===== src/rtl/pipe_shift_unit_if.sv =====
// pipe_shift_unit_if: handshake bundle for pipe_shift_unit.
//   in_*  : operation request (valid/ready, operand, amount, op, tag)
//   out_* : result (valid/ready, data, tag, zero flag, reserved-op flag)
// master : the side that issues operations and consumes results
// slave  : the shifter itself
interface pipe_shift_unit_if #(
  parameter int WIDTH = 32,
  parameter int TAG_W = 5
);
  logic             in_valid;
  logic             in_ready;
  logic [WIDTH-1:0] in_a;
  logic [WIDTH-1:0] in_b;
  logic [2:0]       in_op;
  logic [TAG_W-1:0] in_tag;
  logic             out_valid;
  logic             out_ready;
  logic [WIDTH-1:0] out_data;
  logic [TAG_W-1:0] out_tag;
  logic             out_zero;
  logic             out_err;

  modport master (
    output in_valid, in_a, in_b, in_op, in_tag, out_ready,
    input  in_ready, out_valid, out_data, out_tag, out_zero, out_err
  );

  modport slave (
    input  in_valid, in_a, in_b, in_op, in_tag, out_ready,
    output in_ready, out_valid, out_data, out_tag, out_zero, out_err
  );
endinterface


===== src/rtl/pipe_shift_unit.sv =====
// pipe_shift_unit: pipelined barrel shifter / rotator (SLL, SRL, SRA, ROL, ROR).
//   clk   : rising-edge clock
//   rst_n : asynchronous active-low reset, clears all valid bits and outputs
//   bus   : pipe_shift_unit_if.slave, request and result handshakes
// LOG2W mux levels are spread over PIPE register stages; level j lives in
// stage (j*PIPE)/LOG2W. One shared advance signal moves the whole pipe.
module pipe_shift_unit #(
  parameter int WIDTH = 32,
  parameter int PIPE  = 2,
  parameter int TAG_W = 5
) (
  input  logic              clk,
  input  logic              rst_n,
  pipe_shift_unit_if.slave  bus
);
  localparam int LOG2W = $clog2(WIDTH);

  localparam logic [2:0] OP_SLL = 3'd0;
  localparam logic [2:0] OP_SRL = 3'd1;
  localparam logic [2:0] OP_SRA = 3'd2;
  localparam logic [2:0] OP_ROL = 3'd3;
  localparam logic [2:0] OP_ROR = 3'd4;

  typedef struct packed {
    logic [WIDTH-1:0] data;
    logic [2:0]       op;
    logic [LOG2W-1:0] amt;   // low amount bits; levels consume them in order
    logic             over;  // amount >= WIDTH, resolved in the last stage
    logic [TAG_W-1:0] tag;
    logic             sign;  // in_a MSB, the SRA fill bit
  } stage_t;

  stage_t [PIPE-1:0] stg_q, stg_d;
  logic   [PIPE-1:0] vld_q, vld_d;
  logic              zero_q, zero_d;
  logic              err_q, err_d;
  logic              adv;

  stage_t            in_st;
  stage_t [PIPE:0]   src;      // src[s] feeds stage s; src[0] is the input port
  logic   [PIPE:0]   vld_src;

  // One mux level: shift/rotate by sh. Reserved ops pass the data through.
  function automatic logic [WIDTH-1:0] shift_lvl(input logic [WIDTH-1:0] d,
                                                  input logic [2:0] op,
                                                  input logic sgn,
                                                  input int sh);
    logic [WIDTH-1:0] fill;
    fill = sgn ? ~({WIDTH{1'b1}} >> sh) : '0;
    case (op)
      OP_SLL:  shift_lvl = d << sh;
      OP_SRL:  shift_lvl = d >> sh;
      OP_SRA:  shift_lvl = (d >> sh) | fill;
      OP_ROL:  shift_lvl = (d << sh) | (d >> (WIDTH - sh));
      OP_ROR:  shift_lvl = (d >> sh) | (d << (WIDTH - sh));
      default: shift_lvl = d;
    endcase
  endfunction

  // Bubbles are not squeezed out: only the output stage gates the pipe.
  assign adv = ~vld_q[PIPE-1] | bus.out_ready;

  always_comb begin
    in_st      = '0;
    in_st.data = bus.in_a;
    in_st.op   = bus.in_op;
    in_st.amt  = bus.in_b[LOG2W-1:0];
    in_st.over = |bus.in_b[WIDTH-1:LOG2W];
    in_st.tag  = bus.in_tag;
    in_st.sign = bus.in_a[WIDTH-1];
  end

  assign src     = {stg_q, in_st};
  assign vld_src = {vld_q, bus.in_valid & adv};

  always_comb begin
    stage_t cur;
    cur    = '0;
    stg_d  = stg_q;
    vld_d  = vld_q;
    zero_d = zero_q;
    err_d  = err_q;
    for (int s = 0; s < PIPE; s++) begin
      cur = src[s];
      for (int j = 0; j < LOG2W; j++) begin
        if (((j * PIPE) / LOG2W) == s && cur.amt[j])
          cur.data = shift_lvl(cur.data, cur.op, cur.sign, 1 << j);
      end
      if (s == PIPE - 1) begin
        // Over-range shifts saturate; rotates already wrapped mod WIDTH.
        if (cur.over) begin
          case (cur.op)
            OP_SLL, OP_SRL: cur.data = '0;
            OP_SRA:         cur.data = {WIDTH{cur.sign}};
            default:        cur.data = cur.data;
          endcase
        end
        if (adv) begin
          zero_d = (cur.data == '0);
          err_d  = (cur.op > OP_ROR);
        end
      end
      if (adv) begin
        stg_d[s] = cur;
        vld_d[s] = vld_src[s];
      end
    end
  end

  always_ff @(posedge clk or negedge rst_n) begin
    if (!rst_n) begin
      stg_q  <= '0;
      vld_q  <= '0;
      zero_q <= 1'b0;
      err_q  <= 1'b0;
    end else begin
      stg_q  <= stg_d;
      vld_q  <= vld_d;
      zero_q <= zero_d;
      err_q  <= err_d;
    end
  end

  assign bus.in_ready  = adv;
  assign bus.out_valid = vld_q[PIPE-1];
  assign bus.out_data  = stg_q[PIPE-1].data;
  assign bus.out_tag   = stg_q[PIPE-1].tag;
  assign bus.out_zero  = zero_q;
  assign bus.out_err   = err_q;

  // Past-the-end source slot only exists to keep the concatenation uniform.
  logic unused_tail;
  assign unused_tail = ^{src[PIPE], vld_src[PIPE]};
endmodule


===== src/flat_wrapper.sv =====
// flat-port wrapper written by rule: the top's interface ports become plain ports
module pipe_shift_unit_flat 
#(
  parameter int WIDTH = 32,
  parameter int PIPE  = 2,
  parameter int TAG_W = 5
)
  (clk, rst_n, bus_in_valid, bus_in_a, bus_in_b, bus_in_op, bus_in_tag, bus_out_ready, bus_in_ready, bus_out_valid, bus_out_data, bus_out_tag, bus_out_zero, bus_out_err);
  pipe_shift_unit_if #(.WIDTH(WIDTH), .TAG_W(TAG_W)) bus_i ();
  input  logic clk;
  input  logic rst_n;
  input wire logic [$bits(bus_i.in_valid)-1:0] bus_in_valid;
  input wire logic [$bits(bus_i.in_a)-1:0] bus_in_a;
  input wire logic [$bits(bus_i.in_b)-1:0] bus_in_b;
  input wire logic [$bits(bus_i.in_op)-1:0] bus_in_op;
  input wire logic [$bits(bus_i.in_tag)-1:0] bus_in_tag;
  input wire logic [$bits(bus_i.out_ready)-1:0] bus_out_ready;
  output wire logic [$bits(bus_i.in_ready)-1:0] bus_in_ready;
  output wire logic [$bits(bus_i.out_valid)-1:0] bus_out_valid;
  output wire logic [$bits(bus_i.out_data)-1:0] bus_out_data;
  output wire logic [$bits(bus_i.out_tag)-1:0] bus_out_tag;
  output wire logic [$bits(bus_i.out_zero)-1:0] bus_out_zero;
  output wire logic [$bits(bus_i.out_err)-1:0] bus_out_err;
  assign bus_i.in_valid = bus_in_valid;
  assign bus_i.in_a = bus_in_a;
  assign bus_i.in_b = bus_in_b;
  assign bus_i.in_op = bus_in_op;
  assign bus_i.in_tag = bus_in_tag;
  assign bus_i.out_ready = bus_out_ready;
  assign bus_in_ready = bus_i.in_ready;
  assign bus_out_valid = bus_i.out_valid;
  assign bus_out_data = bus_i.out_data;
  assign bus_out_tag = bus_i.out_tag;
  assign bus_out_zero = bus_i.out_zero;
  assign bus_out_err = bus_i.out_err;
  pipe_shift_unit #(.WIDTH(WIDTH), .PIPE(PIPE), .TAG_W(TAG_W)) u_core (.clk(clk), .rst_n(rst_n), .bus(bus_i));
endmodule

===== config.mk =====
export PLATFORM = sky130hd
export DESIGN_NAME = pipe_shift_unit_flat
export DESIGN_NICKNAME = d
export VERILOG_FILES = /design/src/rtl/pipe_shift_unit_if.sv /design/src/rtl/pipe_shift_unit.sv /design/src/flat_wrapper.sv
export SDC_FILE = /design/constraint.sdc
export NUM_CORES = 1
export LEC_CHECK = 0
export CORE_ASPECT_RATIO = 1.25
export CORE_UTILIZATION = 45
export DETAILED_ROUTE_END_ITERATION = 6
export PLACE_DENSITY = 0.71
export SYNTH_ARGS = -nofsm -noshare
export SYNTH_HDL_FRONTEND = slang
export SYNTH_SLANG_ARGS = --single-unit

===== constraint.sdc =====
create_clock -name clk -period 2.6 [get_ports clk]
set_clock_uncertainty 0.05 [all_clocks]
set_input_delay 0.26 -clock clk [delete_from_list [all_inputs] [get_ports clk]]
set_output_delay 0.26 -clock clk [all_outputs]
set_load 0.01 [all_outputs]

### Word level (Yosys, flattened, before mapping)

Index checks and enable logic that the tools add are counted.

* bitwise gates (word level): 17
* mux-type cells: 17
* equality and inequality tests: 8
* order comparisons: 1
* reduce and logical (&&, ||, !) cells: 6

Operators with widths (count)
* $pmux 32 s5: 4
* $mux 32: 11
* $pmux 32 s4: 1
* $or 24x32->32: 2
* $or 28x32->32: 2
* $or 30x32->32: 2
* $or 31x32->32: 2
* $pmux 32 s2: 1
* $logic_not 32->1: 1
* $or 16x32->32: 1
* $or 32x1->32: 1
* $or 32x16->32: 1
* $or 32x2->32: 1
* $or 32x4->32: 1
* $or 32x8->32: 1
* $reduce_or 27->1: 1
* $eq 3x2->1 const B: 4
* $eq 3x1->1 const B: 2
* $eq 3x3->1 const B: 2
* $logic_not 3->1: 2
* $reduce_or 2->1: 2
* $gt 3x3->1 const B: 1
* $and 1x1->1: 1
* $not 1->1: 1
* $or 1x1->1: 1

* bits of input ports: 76
* bits in registers: 88
* word-level logic and storage cells: 60

### Logic depth before layout (Yosys ltp)

* depth in word-level cells: 10
* mapped depth: 11

### Worst setup path after synthesis

No wires, ideal clock.

* path type: reg-to-reg
* from: reg u_core.stg_q, in the netlist u_core.src[60]
* to: reg u_core.zero_q, in the netlist u_core.bus.out_zero
* setup slack: 0.286 ns
* data arrival time: 2.169 ns
* required time: 2.455 ns
* setup time: 0.095 ns
* period minus slack after synthesis: 2.314 ns
* stages on the path, launching flop included: 11
* path buffers: 2
* path through: dfrtp_1 buf_6 xnor2_1 buf_2 mux2i_1 o221ai_1 o221ai_1 nand2_1 nor4_1 nand4_1 o31ai_1

* word-level cells in the longest chain between the ends: 9
* elaborated cells on any way between the ends: 16

Ends and longest elaborated chain
* start: declaration: RTL line pipe_shift_unit.sv:33 `stage_t [PIPE-1:0] stg_q, stg_d;`
* start signal: assignment: RTL line pipe_shift_unit.sv:117 `stg_q <= stg_d;`
* $eq 3x3->1 (tied with other cells): RTL line pipe_shift_unit.sv:50 `case (op)`
* $pmux 32 s5: RTL line pipe_shift_unit.sv:50
* $mux 32: RTL line pipe_shift_unit.sv:86 `if (((j * PIPE) / LOG2W) == s && cur.amt[j])`
* $or 32x16->32 or $or 16x32->32 (tied branches): RTL line pipe_shift_unit.sv:54, pipe_shift_unit.sv:55, pipe_shift_unit.sv:53
* $pmux 32 s4: RTL line pipe_shift_unit.sv:50
* $mux 32: RTL line pipe_shift_unit.sv:86
* $pmux 32 s2: RTL line pipe_shift_unit.sv:92 `case (cur.op)`
* $mux 32 *: RTL line pipe_shift_unit.sv:91 `if (cur.over) begin`
* $logic_not 32->1 *: RTL line pipe_shift_unit.sv:99 `zero_d = (cur.data == '0);`
* end signal: assignment: RTL line pipe_shift_unit.sv:119 `zero_q <= zero_d;`
* end: declaration: RTL line pipe_shift_unit.sv:35 `logic zero_q, zero_d;`

Mark *: on every way between the ends. The rest lies on a longest branch, timed or not.
A chain may end at the register's enable or synchronous reset.

### Worst setup path after layout

* from: reg u_core.stg_q, in the netlist u_core.src[61]
* to: reg u_core.zero_q, in the netlist u_core.bus.out_zero

Same word-level chain as after synthesis.

==> key figures <==
Timing
  – Final hold vios: 0
  – Period utilization: 1.01
  – Setup ws final: -0.0280 ns
  – Max Clk Rate: 381 MHz
  – RSZ-0062 raised after global routing: yes
  – Worst relative slew slack: 0.277
  – Fin crit period: 2.63 ns
  – Fin Setup TNS: -0.0280 ns
  – Hold WS: 0.0181 ns
  – # setup viols final: 1
  – Worst slew pin tran: 1.08 ns
  – Max Slew Vio Count: 0

Logic synthesis
  – Number of flops mapped to enable cells by yosys: 0
  – Ys Warns: 0
  – Asr flop ratio synth: 1.00
  – Register area share after synthesis: 0.277
  – Avg Inst Size Synth: 7.71 um2
  – Synth top area share: 0.277
  – Ys flop type: dfrtp_1
  – Cell accounting for the most synthesized area: dfrtp_1
  – Synth Cell Area: 7690 um2
  – Synth cell types: 75
  – Syn Inst Count: 997
  – #FFs+latches synth: 85
  – Top cells by area, synth: dfrtp_1 (28%), nor2_1 (7.8%), a21oi_1 (5.1%), nand2_1 (4.7%), buf_4 (4.6%)
  – Mapped Nets: 1073

Setup path
  – R2R Setup Slk: -0.03 ns
  – Crit Path Category: register to register
  – Required time worst endpoint: 2.80 ns
  – Critical path data arrival time: 2.83 ns
  – Kind of start point of the critical path: register
  – CP max stage cell: dfrtp_2
  – Critical path, cell by cell: buf_4 -> buf_4 -> buf_4 -> and4bb_2 -> nand2_1 -> a32oi_2 -> o221ai_2 -> nand2_1 -> nor4_2 -> nand4_1 -> o31ai_1
  – Most common cell on crit path: buf_4
  – RR Endpoint: u_core.bus.out_zero$_DFFE_PN0N_
  – Capturing element type of the critical path: register
  – CP max stage delay: 0.47 ns
  – R2r worst-path depth: 11
  – CP Max Fanout: 6
  – FF-to-FF Start: u_core.src[61]$_DFFE_PN0N_

Floorplanning
  – Die area: 17600 um2
  – Die width: 119 um
  – # IOs: 117
  – # rows: 53
  – Starting Density: 0.458
  – Core region area: 16800 um2
  – Die Span Y: 148 um

Placement
  – Gpl congestion: 1.00
  – Post-DP HPWL: 22.7 mm
  – PortBufs: 116

Finish
  – Share of cells above drive strength 1: 0.300
  – Antenna Cells: 0
  – Final #Nets: 1326
  – Synthesis-to-finish area growth: 42.5%
  – Final core occ: 0.653

Clock tree
  – Total CTS buffers: 9
  – CTS root buf: clkbuf_16
  – CTS tree: built
  – Clock Path Buffers: 2
  – Clock H-tree levels: 3
  – # clock sinks: 85
  – Clk pin slew, worst setup/hold paths: 0.07 ns
  – Hold buffer count at CTS: 0
  – Skew-Pair Late Insertion Delay: 0.34 ns

Flow run
  – Number of max-cap violations: 0

Status
  – Failing checks: setup timing
  – Outcome: finished, violations left

Global route
  – Vias in the first global route: 8930
  – First-pass GRT wire length: 46.7 mm
  – Initial antenna violation count: 0
  – Largest net degree at the start of global routing: 86
  – GRT Total Usage: 0.335
  – GRT overflow: 0

Drt
  – DR vias: 9133
  – WL per Instance: 19.9 um
  – Detail-routed via count per cell: 6.19
  – Drt total wl: 29.3 mm
  – DR DRC count: 0
  – Drt first-iter violations: 653
  – ANT nets after route: 0
  – Drt first pass iters: 7

Power and ir drop
  – P_int: 4.22 mW
  – Clock network power share: 0.175
  – LEAKAGE: 4.56 nW
  – Sequential Power Share: 0.279
  – Net switching power: 2.84 mW
  – Worst vdd rail ir drop: 334 uV
  – Pwr/cell area: 645 nW/um2
  – Switching share of total power: 0.402
  – Overall Power: 7.07 mW
  – Logic gate share of total power: 0.547

Worst hold path
  – Hold Path Class: primary input to async pin
==> power by group through the flow <==
stage / logic [mW] / registers, mW / clock network, mW
after floorplan: 2.09 / 1.84 / 0
after global placement: 3.55 / 1.96 / 0
after detailed placement: 3.58 / 1.97 / 0
after CTS: 3.69 / 1.95 / 1.25
after global routing: 4.13 / 2.00 / 1.31
final: 3.86 / 1.97 / 1.23
==> worst max-delay path by stage <==
stage | start | to | slack, ns
6_report | u_core.src[61]$_DFFE_PN0N_ | u_core.bus.out_zero$_DFFE_PN0N_ | -0.03
5_1_grt | u_core.src[61]$_DFFE_PN0N_ | u_core.bus.out_zero$_DFFE_PN0N_ | -0.16
4_1_cts | u_core.src[61]$_DFFE_PN0N_ | u_core.bus.out_zero$_DFFE_PN0N_ | -0.01
3_5_place_dp | bus_in_op[0] | u_core.src[89]$_DFFE_PN0N_ | -0.38
3_3_place_gp | bus_in_op[0] | u_core.src[89]$_DFFE_PN0N_ | -0.33
2_1_floorplan | u_core.src[60]$_DFFE_PN0N_ | u_core.bus.out_zero$_DFFE_PN0N_ | 0.29
==> cell usage after synthesis, types with 4 or more instances <==
library cell	instances
a22oi_1	22
o22a_1	7
nand2b_1	5
nor4_1	9
maj3_1	4
clkbuf_1	36
nand2_1	96
a221oi_1	38
o221ai_1	10
nor2b_1	10
inv_1	10
nor3_1	35
a21oi_1	79
a31oi_1	12
o21ai_1	11
mux2i_1	13
o31ai_1	7
and2_1	6
o32ai_1	5
o22ai_1	22
buf_2	26
a221o_1	4
a2bb2oi_1	7
dfrtp_1	85
buf_1	9
nor2_1	159
o21a_1	10
nand3_1	14
buf_6	10
o32a_1	4
a221oi_2	23
o21ai_0	48
o2111ai_1	4
o211ai_1	10
mux2_2	8
a211oi_1	26
a22o_1	6
or3_1	5
buf_4	47
==> per-layer routing <==
metal	vias up	global-route usage	part of all wire
li1	4234	-	-
met1	4304	0.366	0.37
met2	450	0.590	0.50
met3	145	0.0479	0.054
met4	0	0.253	0.073
met5	-	0	0
==> metrics by stage <==
step / instances / setup slack, ns / cell area [um2]
after floorplan: 997 / 0.286 / 7690
after global placement: 1451 / -0.330 / 10300
after detailed placement: 1451 / -0.382 / 10300
after CTS: 1471 / -0.0141 / 10800
after global routing: 1475 / -0.159 / 11000
final: 1475 / -0.0280 / 11000
==> state kept, by name, indices dropped and copies added, names as in the netlist <==
name                 cells
u_core.bus.out_data     32
u_core.bus.out_err       1
u_core.vld_q             2
u_core.bus.out_zero      1
u_core.src              44
u_core.bus.out_tag       5
==> placed cells by master (no fill, tap or decap), types with 21 or more instances in the layout <==
master	Yosys	routed
buf_4	47	243
nor2_1	159	150
clkdlybuf4s50_1	0	113
nand2_1	96	95
dfrtp_1	85	83
a21oi_1	79	78
o21ai_0	48	45
nor3_1	35	34
a221oi_1	38	32
a221oi_2	23	28
a211oi_1	26	24
o22ai_1	22	21
==> worst max-delay path, delay by kind of cell, from the launching register on <==
| family | cells | cell delay (ns) |
|---|---|---|
| AO/OA/AOI/OAI | 3 | 0.65 |
| buffers and inverters | 3 | 0.44 |
| flip-flops | 1 | 0.47 |
| AND/OR/NAND/NOR | 5 | 0.92 |
==> cells by family after synthesis <==
family | Yosys count | share of synthesized area
multiplexers | 21 | 0.0286
AO/OA/AOI/OAI | 380 | 0.367
adder cells (fa/ha/maj) | 4 | 0.00521
AND/OR/NAND/NOR | 362 | 0.209
buffers and inverters | 141 | 0.106
flip-flops | 85 | 0.277
XOR/XNOR | 4 | 0.00749
==> repair_timing <==
item	in CTS	in global routing
endpoints found under the setup margin	7	35
gates resized for setup	28	39
pin swaps	14	12
gates cloned	0	0
buffers inserted	4	4
==> final cells by class <==
type | count | area (um2)
Clock buffer | 10 | 239
Clock inverter | 6 | 46.3
Fill cell | 1524 | 5820
Inverter | 13 | 48.8
Multi-Input combinational cell | 771 | 5040
Sequential cell | 85 | 2130
Tap cell | 220 | 275
Timing Repair Buffer | 370 | 3190
(Power assumes the default switching activity.)
